==> src/rtl/serializador_pkg.sv <==
// Shared types for the queue-to-serial reader: FSM state encoding and counter sizing.
package serializador_pkg;

    typedef enum logic [1:0] {
        StIdle,
        StReq,
        StLoad,
        StShift
    } state_e;

    // Counter must reach DATA_WIDTH so it needs one bit beyond log2.
    function automatic int unsigned cnt_width(int unsigned data_width);
        return $clog2(data_width) + 1;
    endfunction

endpackage

==> src/rtl/serializador_if.sv <==
// Queue-side pop interface plus the serial valid/ready line toward the line driver.
interface serializador_if #(
    parameter int unsigned DATA_WIDTH = 8
) ();

    logic [7:0]            len_in;
    logic [DATA_WIDTH-1:0] data_in;
    logic                  dequeue_out;
    logic                  serial_out;
    logic                  serial_valid_out;
    logic                  serial_ready_in;
    logic                  frame_start_out;

    modport master (
        input  len_in,
        input  data_in,
        input  serial_ready_in,
        output dequeue_out,
        output serial_out,
        output serial_valid_out,
        output frame_start_out
    );

    modport slave (
        output len_in,
        output data_in,
        output serial_ready_in,
        input  dequeue_out,
        input  serial_out,
        input  serial_valid_out,
        input  frame_start_out
    );

endinterface

==> src/rtl/serializador_shift_reg_piso.sv <==
// Parallel-in serial-out shift register; load wins over shift, direction fixed by MSB_FIRST.
module serializador_shift_reg_piso #(
    parameter int unsigned DATA_WIDTH = 8,
    parameter bit          MSB_FIRST  = 1'b1
) (
    input  logic                  clock_10khz,
    input  logic                  reset,
    input  logic                  load_i,
    input  logic [DATA_WIDTH-1:0] data_i,
    input  logic                  shift_i,
    output logic                  bit_o
);

    logic [DATA_WIDTH-1:0] shreg_d, shreg_q;

    always_comb begin
        shreg_d = shreg_q;
        if (load_i) begin
            shreg_d = data_i;
        end else if (shift_i) begin
            if (MSB_FIRST) begin
                shreg_d = {shreg_q[DATA_WIDTH-2:0], 1'b0};
            end else begin
                shreg_d = {1'b0, shreg_q[DATA_WIDTH-1:1]};
            end
        end
    end

    always_ff @(posedge clock_10khz or negedge reset) begin
        if (!reset) begin
            shreg_q <= '0;
        end else begin
            shreg_q <= shreg_d;
        end
    end

    assign bit_o = MSB_FIRST ? shreg_q[DATA_WIDTH-1] : shreg_q[0];

endmodule

==> src/rtl/serializador.sv <==
// Pops one byte per frame from the queue and presents it bit by bit on a valid/ready line.
module serializador
    import serializador_pkg::*;
#(
    parameter int unsigned DATA_WIDTH = 8,
    parameter bit          MSB_FIRST  = 1'b1
) (
    input  logic                  clock_10khz,
    input  logic                  reset,
    input  logic                  enable_in,
    serializador_if.master        ser_bus,
    output logic                  busy_out,
    output logic [7:0]            frames_sent_out
);

    localparam int unsigned CntWidth = cnt_width(DATA_WIDTH);
    localparam logic [CntWidth-1:0] LastBit = CntWidth'(DATA_WIDTH - 1);

    state_e              state_d, state_q;
    logic [CntWidth-1:0] cnt_d, cnt_q;
    logic [7:0]          frames_d, frames_q;
    logic                load;
    logic                shift;
    logic                ser_bit;

    always_comb begin
        state_d  = state_q;
        cnt_d    = cnt_q;
        frames_d = frames_q;
        load     = 1'b0;
        shift    = 1'b0;
        unique case (state_q)
            StIdle: begin
                if (enable_in && (ser_bus.len_in != 8'd0)) begin
                    state_d = StReq;
                end
            end
            // Queue presents the popped byte on data_in from the next cycle.
            StReq: begin
                state_d = StLoad;
            end
            StLoad: begin
                load    = 1'b1;
                cnt_d   = '0;
                state_d = StShift;
            end
            StShift: begin
                if (ser_bus.serial_ready_in) begin
                    shift = 1'b1;
                    cnt_d = cnt_q + 1'b1;
                    if (cnt_q == LastBit) begin
                        frames_d = frames_q + 8'd1;
                        state_d  = StIdle;
                    end
                end
            end
            default: begin
                state_d = StIdle;
            end
        endcase
    end

    always_ff @(posedge clock_10khz or negedge reset) begin
        if (!reset) begin
            state_q  <= StIdle;
            cnt_q    <= '0;
            frames_q <= 8'd0;
        end else begin
            state_q  <= state_d;
            cnt_q    <= cnt_d;
            frames_q <= frames_d;
        end
    end

    serializador_shift_reg_piso #(
        .DATA_WIDTH (DATA_WIDTH),
        .MSB_FIRST  (MSB_FIRST)
    ) u_piso (
        .clock_10khz (clock_10khz),
        .reset       (reset),
        .load_i      (load),
        .data_i      (ser_bus.data_in),
        .shift_i     (shift),
        .bit_o       (ser_bit)
    );

    // Every output is decoded from registered state only.
    assign ser_bus.dequeue_out      = (state_q == StReq);
    assign ser_bus.serial_valid_out = (state_q == StShift);
    assign ser_bus.serial_out       = (state_q == StShift) && ser_bit;
    assign ser_bus.frame_start_out  = (state_q == StShift) && (cnt_q == '0);
    assign busy_out                 = (state_q != StIdle);
    assign frames_sent_out          = frames_q;

endmodule

==> src/flat_wrapper.sv <==
// flat-port wrapper written by rule: the top's interface ports become plain ports
module serializador_flat import serializador_pkg::*;
#(
    parameter int unsigned DATA_WIDTH = 8,
    parameter bit          MSB_FIRST  = 1'b1
)
  (clock_10khz, reset, enable_in, busy_out, frames_sent_out, ser_bus_len_in, ser_bus_data_in, ser_bus_serial_ready_in, ser_bus_dequeue_out, ser_bus_serial_out, ser_bus_serial_valid_out, ser_bus_frame_start_out);
  serializador_if #(.DATA_WIDTH(DATA_WIDTH)) ser_bus_i ();
  input  logic clock_10khz;
  input  logic reset;
  input  logic enable_in;
  output logic busy_out;
  output logic [7:0] frames_sent_out;
  input wire logic [$bits(ser_bus_i.len_in)-1:0] ser_bus_len_in;
  input wire logic [$bits(ser_bus_i.data_in)-1:0] ser_bus_data_in;
  input wire logic [$bits(ser_bus_i.serial_ready_in)-1:0] ser_bus_serial_ready_in;
  output wire logic [$bits(ser_bus_i.dequeue_out)-1:0] ser_bus_dequeue_out;
  output wire logic [$bits(ser_bus_i.serial_out)-1:0] ser_bus_serial_out;
  output wire logic [$bits(ser_bus_i.serial_valid_out)-1:0] ser_bus_serial_valid_out;
  output wire logic [$bits(ser_bus_i.frame_start_out)-1:0] ser_bus_frame_start_out;
  assign ser_bus_i.len_in = ser_bus_len_in;
  assign ser_bus_i.data_in = ser_bus_data_in;
  assign ser_bus_i.serial_ready_in = ser_bus_serial_ready_in;
  assign ser_bus_dequeue_out = ser_bus_i.dequeue_out;
  assign ser_bus_serial_out = ser_bus_i.serial_out;
  assign ser_bus_serial_valid_out = ser_bus_i.serial_valid_out;
  assign ser_bus_frame_start_out = ser_bus_i.frame_start_out;
  serializador #(.DATA_WIDTH(DATA_WIDTH), .MSB_FIRST(MSB_FIRST)) u_core (.clock_10khz(clock_10khz), .reset(reset), .enable_in(enable_in), .ser_bus(ser_bus_i), .busy_out(busy_out), .frames_sent_out(frames_sent_out));
endmodule
==> config.mk <==
export PLATFORM = sky130hd
export DESIGN_NAME = serializador_flat
export DESIGN_NICKNAME = d
export VERILOG_FILES = /design/src/rtl/serializador_pkg.sv /design/src/rtl/serializador_if.sv /design/src/rtl/serializador_shift_reg_piso.sv /design/src/rtl/serializador.sv /design/src/flat_wrapper.sv
export SDC_FILE = /design/constraint.sdc
export NUM_CORES = 1
export LEC_CHECK = 0
export CORE_MARGIN = 1.5
export CORE_UTILIZATION = 46
export CTS_CLUSTER_SIZE = 28
export DETAILED_ROUTE_END_ITERATION = 12
export GPL_TIMING_DRIVEN = 1
export PLACE_DENSITY = 0.78
export SLEW_MARGIN = 5
export SYNTH_ARGS = -nofsm -noshare
export SYNTH_HDL_FRONTEND = slang
export SYNTH_SLANG_ARGS = --single-unit
==> constraint.sdc <==
create_clock -name clock_10khz -period 2.2 [get_ports clock_10khz]
set_input_delay 0.22 -clock clock_10khz [delete_from_list [all_inputs] [get_ports clock_10khz]]
set_output_delay 0.22 -clock clock_10khz [all_outputs]
set_load 0.02 [all_outputs]
==> reports/qor.yml, run 1 <==
outcome: "finished, final reports clean"
port_buffers: 32
async_reset_ff_share_pct: 100
fin_crit_sh_pct: 91.2
ys.flop_type: "dfrtp_1"
worst-path-buf-inv: 1
path_delay_family: "buffers and inverters"
dr.pass1.iters: 3
switching_share_pct: 36.8
dp_hpwl_mm: 1.68
grt_pass1_wl_mm: 3.71
nNetsFinal: 165
clk_pin_slew_ns: 0.12
seqCellArea_um2: 551
synth-edff-count: 0
pre_cts_ws_ns: 0.338
core.rowCount: 17
synthMuxAreaShare_pct: 9.56
setup_viol: 0
place_congestion: 0.690
postSynthCellCount: 103
fmax_mhz: 498
drive_above_1_share_pct: 5.88
r2r_end: "u_core.frames_sent_out[7]$_DFFE_PN0P_"
clkPwrFrac_pct: 12.8
grt_pass1_vias: 904
yosys_warnings: 0
ant_nets: 0
overflow: 0
skew_ns: 0.00565
critPathLaunchType: "register"
cp.required_ns: 1.98
reg2reg_slack_ns: 0.53
pwr-share-comb_pct: 45.0
maxCapViolCount: 0
multi_input_area_um2: 515
max_stage_delay_ns: 0.59
wirelength_mm: 2.16
synth_fp_nets: 130
clk_latency_ns: 0.30
rsz0062_at_grt: "false"
drtIter0Drc: 8
path_max_fanout: 10
internal_power_w: 0.000895
ys_seq_area_share_pct: 49.5
cts_buffer_depth: 2
fin_ws_ns: 0.193
rr_startpoint: "u_core.state_q[1]$_DFFE_PN0P_"
area_growth_pct: 33.4
die_h_um: 52.2
maxSlewHeadroom_pct: 62.3
syn_area_mm2: 0.00111
worst_pin_slew_ns: 0.565
synth_compound_area_share_pct: 9.11
ys_seq_elements: 22
vdd.ir_drop.worst_mv: 0.753
most-common-layout-cells: "clkdlybuf4s50_1, dfrtp_1, nand2_1"
wire_per_inst_um: 13.2
reg2reg_depth: 5
final_max_slew_viol_count: 0
synth.distinct_cells: 27
grt_max_degree: 23
cp_cell_sequence: "ha_2 -> and2_1 -> clkdlybuf4s50_1"
drc: 0
worstHoldPathType: "input pin to asynchronous set/reset pin"
die_area_mm2: 0.00272
cts_tree: "done"
power.switching_w: 0.000521
seq_power_share_pct: 42.2
root_buffer: "clkbuf_4"
die_w_um: 52.2
power_w: 0.00142
tns_ns: 0
finalCriticalPeriod_ns: 2.01
hold_viol: 0
viasPerCell: 5.20
dpl_cell_area_mm2: 0.00146
grtUsageTotal_pct: 18.6
start_util_pct: 49.3
synth_top_family_by_area: "simple AND/OR/NAND/NOR gates"
yosys.area_share.simple_pct: 12.5
stdcell_area_mm2: 0.00148
synthAdderAreaFrac_pct: 7.87
avgSynthCellArea_um2: 10.8
post_cts_buffers: 0
crit_path_end_kind: "output port"
vias: 853
antenna_found_initial: 0
critPathKind: "register to output port"
h-tree-depth: 1
nFillCells: 206
pin_count: 33
cts_hold_buf: 0
power_density_mw_per_mm2: 954
cts_made_buffers: 3
slowest_stage: "clkdlybuf4s50_1"
critical_path_arrival_ns: 1.79
clock-sinks: 22
p_leak_nw: 0.701
synth_xor_area_share_pct: 7.09
final_common_cell: "clkdlybuf4s50_1"
fp.coreArea_mm2: 0.00225
antenna_cells: 0
[worst register-to-register path: cells and delay by family (launching register included)]
family        cells  cell delay (ns)
simple gates      3             0.69
fa+ha+maj         1             0.31
flops             1             0.42
xor+xnor          1             0.15
[area by class of cell]
class / count / area share [%]
sequential: 22 / 37.1
clock buffer: 3 / 1.52
timing repair buffer: 34 / 22.8
multi-input combinational: 71 / 34.7
tap: 28 / 2.36
inverter: 6 / 1.52
[stage by stage]
stage	hold WS (ns)	std cells	util, %
global route	0.276	164	65.8
floorplan	-0.0756	103	-
finish	0.255	164	65.8
detailed placement	0.471	161	64.6
CTS	0.267	164	65.7
global placement	0.461	161	64.6
[synthesized netlist by cell type (all sizes together) (2+ instances only)]
cell | number | area [um^2]
a22o | 2 | 17.5
buf | 2 | 18.8
clkbuf | 2 | 7.51
dfrtp | 22 | 551
ha | 7 | 87.6
inv | 6 | 22.5
mux2 | 2 | 26.3
mux2i | 8 | 80.1
nand2 | 14 | 52.6
nand3 | 3 | 15.0
nand4 | 3 | 18.8
nor2 | 2 | 7.51
nor3 | 2 | 10.0
o21ai | 10 | 50.0
or4 | 2 | 15.0
xnor2 | 7 | 61.3
xor2 | 2 | 17.5
[power groups by stage]
stage               Combinational, W  Sequential (W)  Clock, W
finish                      0.000638        0.000597  0.000181
global route                0.000724        0.000616  0.000201
CTS                         0.000652        0.000597  0.000185
detailed placement          0.000643        0.000605         0
global placement            0.000616        0.000598         0
floorplan                   0.000459        0.000584         0
[logic make-up after synthesis]
group / Yosys count
compound gates: 16
xor+xnor: 9
fa+ha+maj: 7
buf+inv: 10
flops: 22
mux: 10
simple gates: 29
[sequential cells by signal, indices dropped and copies added, names as in the netlist]
signal,cells
u_core.u_piso.shreg_q,8
u_core.state_q,2
u_core.cnt_q,4
u_core.frames_sent_out,8
[how the worst max path moves through the flow]
| stage | startpoint | end | slack [ns] | depth (start not counted) |
|---|---|---|---|---|
| after floorplan | u_core.state_q[0]$_DFFE_PN0P_ | u_core.frames_sent_out[5]$_DFFE_PN0P_ | 0.43 | 7 |
| after global placement | u_core.state_q[0]$_DFFE_PN0P_ | ser_bus_frame_start_out | 0.38 | 4 |
| after detailed placement | ser_bus_len_in[1] | u_core.state_q[1]$_DFFE_PN0P_ | 0.34 | 5 |
| after CTS | u_core.state_q[1]$_DFFE_PN0P_ | ser_bus_frame_start_out | 0.08 | 4 |
| after global routing | u_core.state_q[1]$_DFFE_PN0P_ | ser_bus_serial_out | 0.08 | 3 |
| final | u_core.state_q[1]$_DFFE_PN0P_ | ser_bus_serial_out | 0.19 | 3 |
[routing by layer]
metal,track usage (%),wire [um]
met1,20.6,927
met2,34.6,1080
met3,3.43,135
met4,7.69,25
met5,0,0
[what timing repair did]
| item | 4_1_cts | 5_1_grt |
|---|---|---|
| endpoints found under the hold margin | 0 | 0 |
| endpoints found under the setup margin | 1 | 1 |
| pin swaps | 0 | 0 |
| gates resized for setup | 1 | 1 |
No activity file was read; power rests on OpenSTA's default activity.
==> run 2: changes to the inputs <==
Settings changed: CORE_MARGIN 1.5 to default, CORE_UTILIZATION 46 to 55, DONT_BUFFER_PORTS from default to 1, PLACE_DENSITY 0.78 to 0.7.
==> run 2 against run 1 <==
Compared with the run above:
- first-iteration DRC count fell by 38%
- hold slack got worse by 0.22 ns
- power fell by 3.3%
- worst setup slack improved by 0.26 ns
- sequential power barely moved
- final area decreased by 20%
- via count shrank 14%
- non-clock buffer count shrank 30
- clock-buffer cell count increased by 1
- largest power group is now sequential cells
==> reports/qor.yml, run 2 (synthesized netlist as in run 1, its figures left out) <==
root_buffer: "clkbuf_4"
cp.required_ns: 1.98  # about the same
antenna_found_initial: 0  # unchanged
min_path_cells: 2
ant_nets: 0  # unchanged
area_growth_pct: 6.64
max_stage_delay_ns: 0.42  # -0.17 ns
start_util_pct: 61.7  # +12 points
clock-sinks: 22  # unchanged
rsz0062_at_grt: "false"
cts_resized: 0  # -1
grt_max_degree: 23  # unchanged
finalCriticalPeriod_ns: 1.74  # -0.263 ns
wire_per_inst_um: 14.3  # +8.4%
cts_hold_buf: 1  # +1
reg2reg_depth: 4  # -1
antenna_cells: 0  # unchanged
power_density_mw_per_mm2: 1150  # +21%
fp.coreArea_mm2: 0.00180  # -20%
vias: 736  # -14%
drive_above_1_share_pct: 8.41  # +2.5 points
wirelength_mm: 1.89  # -13%
dr.pass1.iters: 4  # +1
reg2reg_slack_ns: 0.48  # -0.05 ns
die_w_um: 47.0  # -10%
r2r_end: "u_core.frames_sent_out[1]$_DFFE_PN0P_"
cp_cell_sequence: "ha_1 -> buf_4 -> and2_1"
setup_viol: 0  # unchanged
grt_pass1_wl_mm: 2.93  # -21%
fin_ws_ns: 0.456  # +0.263 ns
maxCapViolCount: 0  # unchanged
viasPerCell: 5.58  # +7.2%
worstHoldPathType: "input pin to register"
final_max_slew_viol_count: 0  # unchanged
clk_pin_slew_ns: 0.12  # about the same
overflow: 0  # unchanged
grt_pass1_vias: 689  # -24%
slowest_stage: "dfrtp_1"
cts_buffer_depth: 2  # unchanged
skew_ns: 0.00151  # -0.00414 ns
nNetsFinal: 135  # -18%
port_buffers: 0  # -100%
drc: 0  # unchanged
min_from: "ser_bus_data_in[1]"
h-tree-depth: 1  # unchanged
cts_made_buffers: 3  # unchanged
maxSlewHeadroom_pct: 35.5  # -27 points
path_max_fanout: 9  # -1
critical_path_arrival_ns: 1.52  # -0.27 ns
die_h_um: 47.0  # -10%
vdd.ir_drop.worst_mv: 0.964  # +28%
dp_hpwl_mm: 1.40  # -17%
crit_path_end_kind: "output port"
p_leak_nw: 0.584  # -17%
clk_latency_ns: 0.30  # about the same
pin_count: 33  # unchanged
outcome: "finished, final reports clean"
hold_viol: 0  # unchanged
tns_ns: 0  # unchanged
most-common-layout-cells: "dfrtp_1, nand2_1, o21ai_0"
final_common_cell: "dfrtp_1"
drtIter0Drc: 5  # -3
rr_startpoint: "u_core.state_q[0]$_DFFE_PN0P_"
die_area_mm2: 0.00221  # -19%
post_cts_buffers: 0  # unchanged
pre_cts_ws_ns: 0.492  # +0.154 ns
core.rowCount: 15  # -2
hold_end: "u_core.u_piso.shreg_q[1]$_DFFE_PN0P_"
worst_pin_slew_ns: 0.965  # +0.400 ns
fmax_mhz: 573  # +15%
grtUsageTotal_pct: 19.6  # +0.96 points
critPathKind: "register to output port"
critPathLaunchType: "register"
cts_tree: "done"
fin_crit_sh_pct: 79.3  # -12 points
place_congestion: 0.746  # +8.1%
==> run 2: changes by cell type in the layout (fill, tap and decap cells not counted), sizes merged <==
| cell | change |
|---|---|
| clkbuf | +1 |
| clkdlybuf4s50 | -31 |
| dlymetal6s2s | -1 |
| buf | +1 |
| dlygate4sd3 | +1 |
==> run 2: metrics by stage <==
step                cell area (um^2)  total power, W  hold slack, ns  utilization, %  cells
floorplan                       1110         0.00104         -0.0756               -    103
global placement                1140         0.00113         -0.0752            63.3    127
detailed placement              1140         0.00115         -0.0751            63.3    127
CTS                             1190         0.00138          0.0294            65.8    132
global route                    1190         0.00146          0.0190            65.8    132
finish                          1190         0.00137          0.0356            65.8    132
==> run 2: routing by layer <==
| metal | global-route usage, % | up-vias | part of all wire, % |
|---|---|---|---|
| li1 | - | 362 | - |
| met1 | 23.4 | 349 | 48 |
| met2 | 32.5 | 21 | 46 |
| met3 | 3.85 | 4 | 4.4 |
| met4 | 12.0 | 0 | 2.4 |
| met5 | 0 | - | 0 |
==> run 2: where the power goes <==
part	internal [W]	switching [W]	total (W)
clock network	0.000101	0.000117	0.000218
registers	0.000516	0.0000826	0.000599
logic	0.000239	0.000313	0.000552
==> run 2: worst max-delay path, delay by kind of cell (launching register included) <==
kind	cells	cell delay [ns]
flops	1	0.42
buf+inv	1	0.21
fa+ha+maj	1	0.36
simple gates	1	0.24
==> run 2: worst max path at each step <==
stage | slack [ns] | startpoint | to
after global routing | 0.31 | u_core.state_q[0]$_DFFE_PN0P_ | ser_bus_frame_start_out
after floorplan | 0.43 | u_core.state_q[0]$_DFFE_PN0P_ | u_core.frames_sent_out[5]$_DFFE_PN0P_
after CTS | 0.45 | u_core.state_q[0]$_DFFE_PN0P_ | ser_bus_serial_out
after global placement | 0.55 | u_core.state_q[0]$_DFFE_PN0P_ | u_core.frames_sent_out[1]$_DFFE_PN0P_
after detailed placement | 0.49 | u_core.state_q[1]$_DFFE_PN0P_ | u_core.frames_sent_out[7]$_DFFE_PN0P_
final | 0.46 | u_core.state_q[0]$_DFFE_PN0P_ | ser_bus_serial_out
==> run 2: cell type report <==
type	instances	area, um^2
repair buffers	4	32.5
clock buffers	4	36.3
fillers	152	616
well taps	25	31.3
inverters	6	22.5
multi-input cells	71	513
flip-flops and latches	22	551
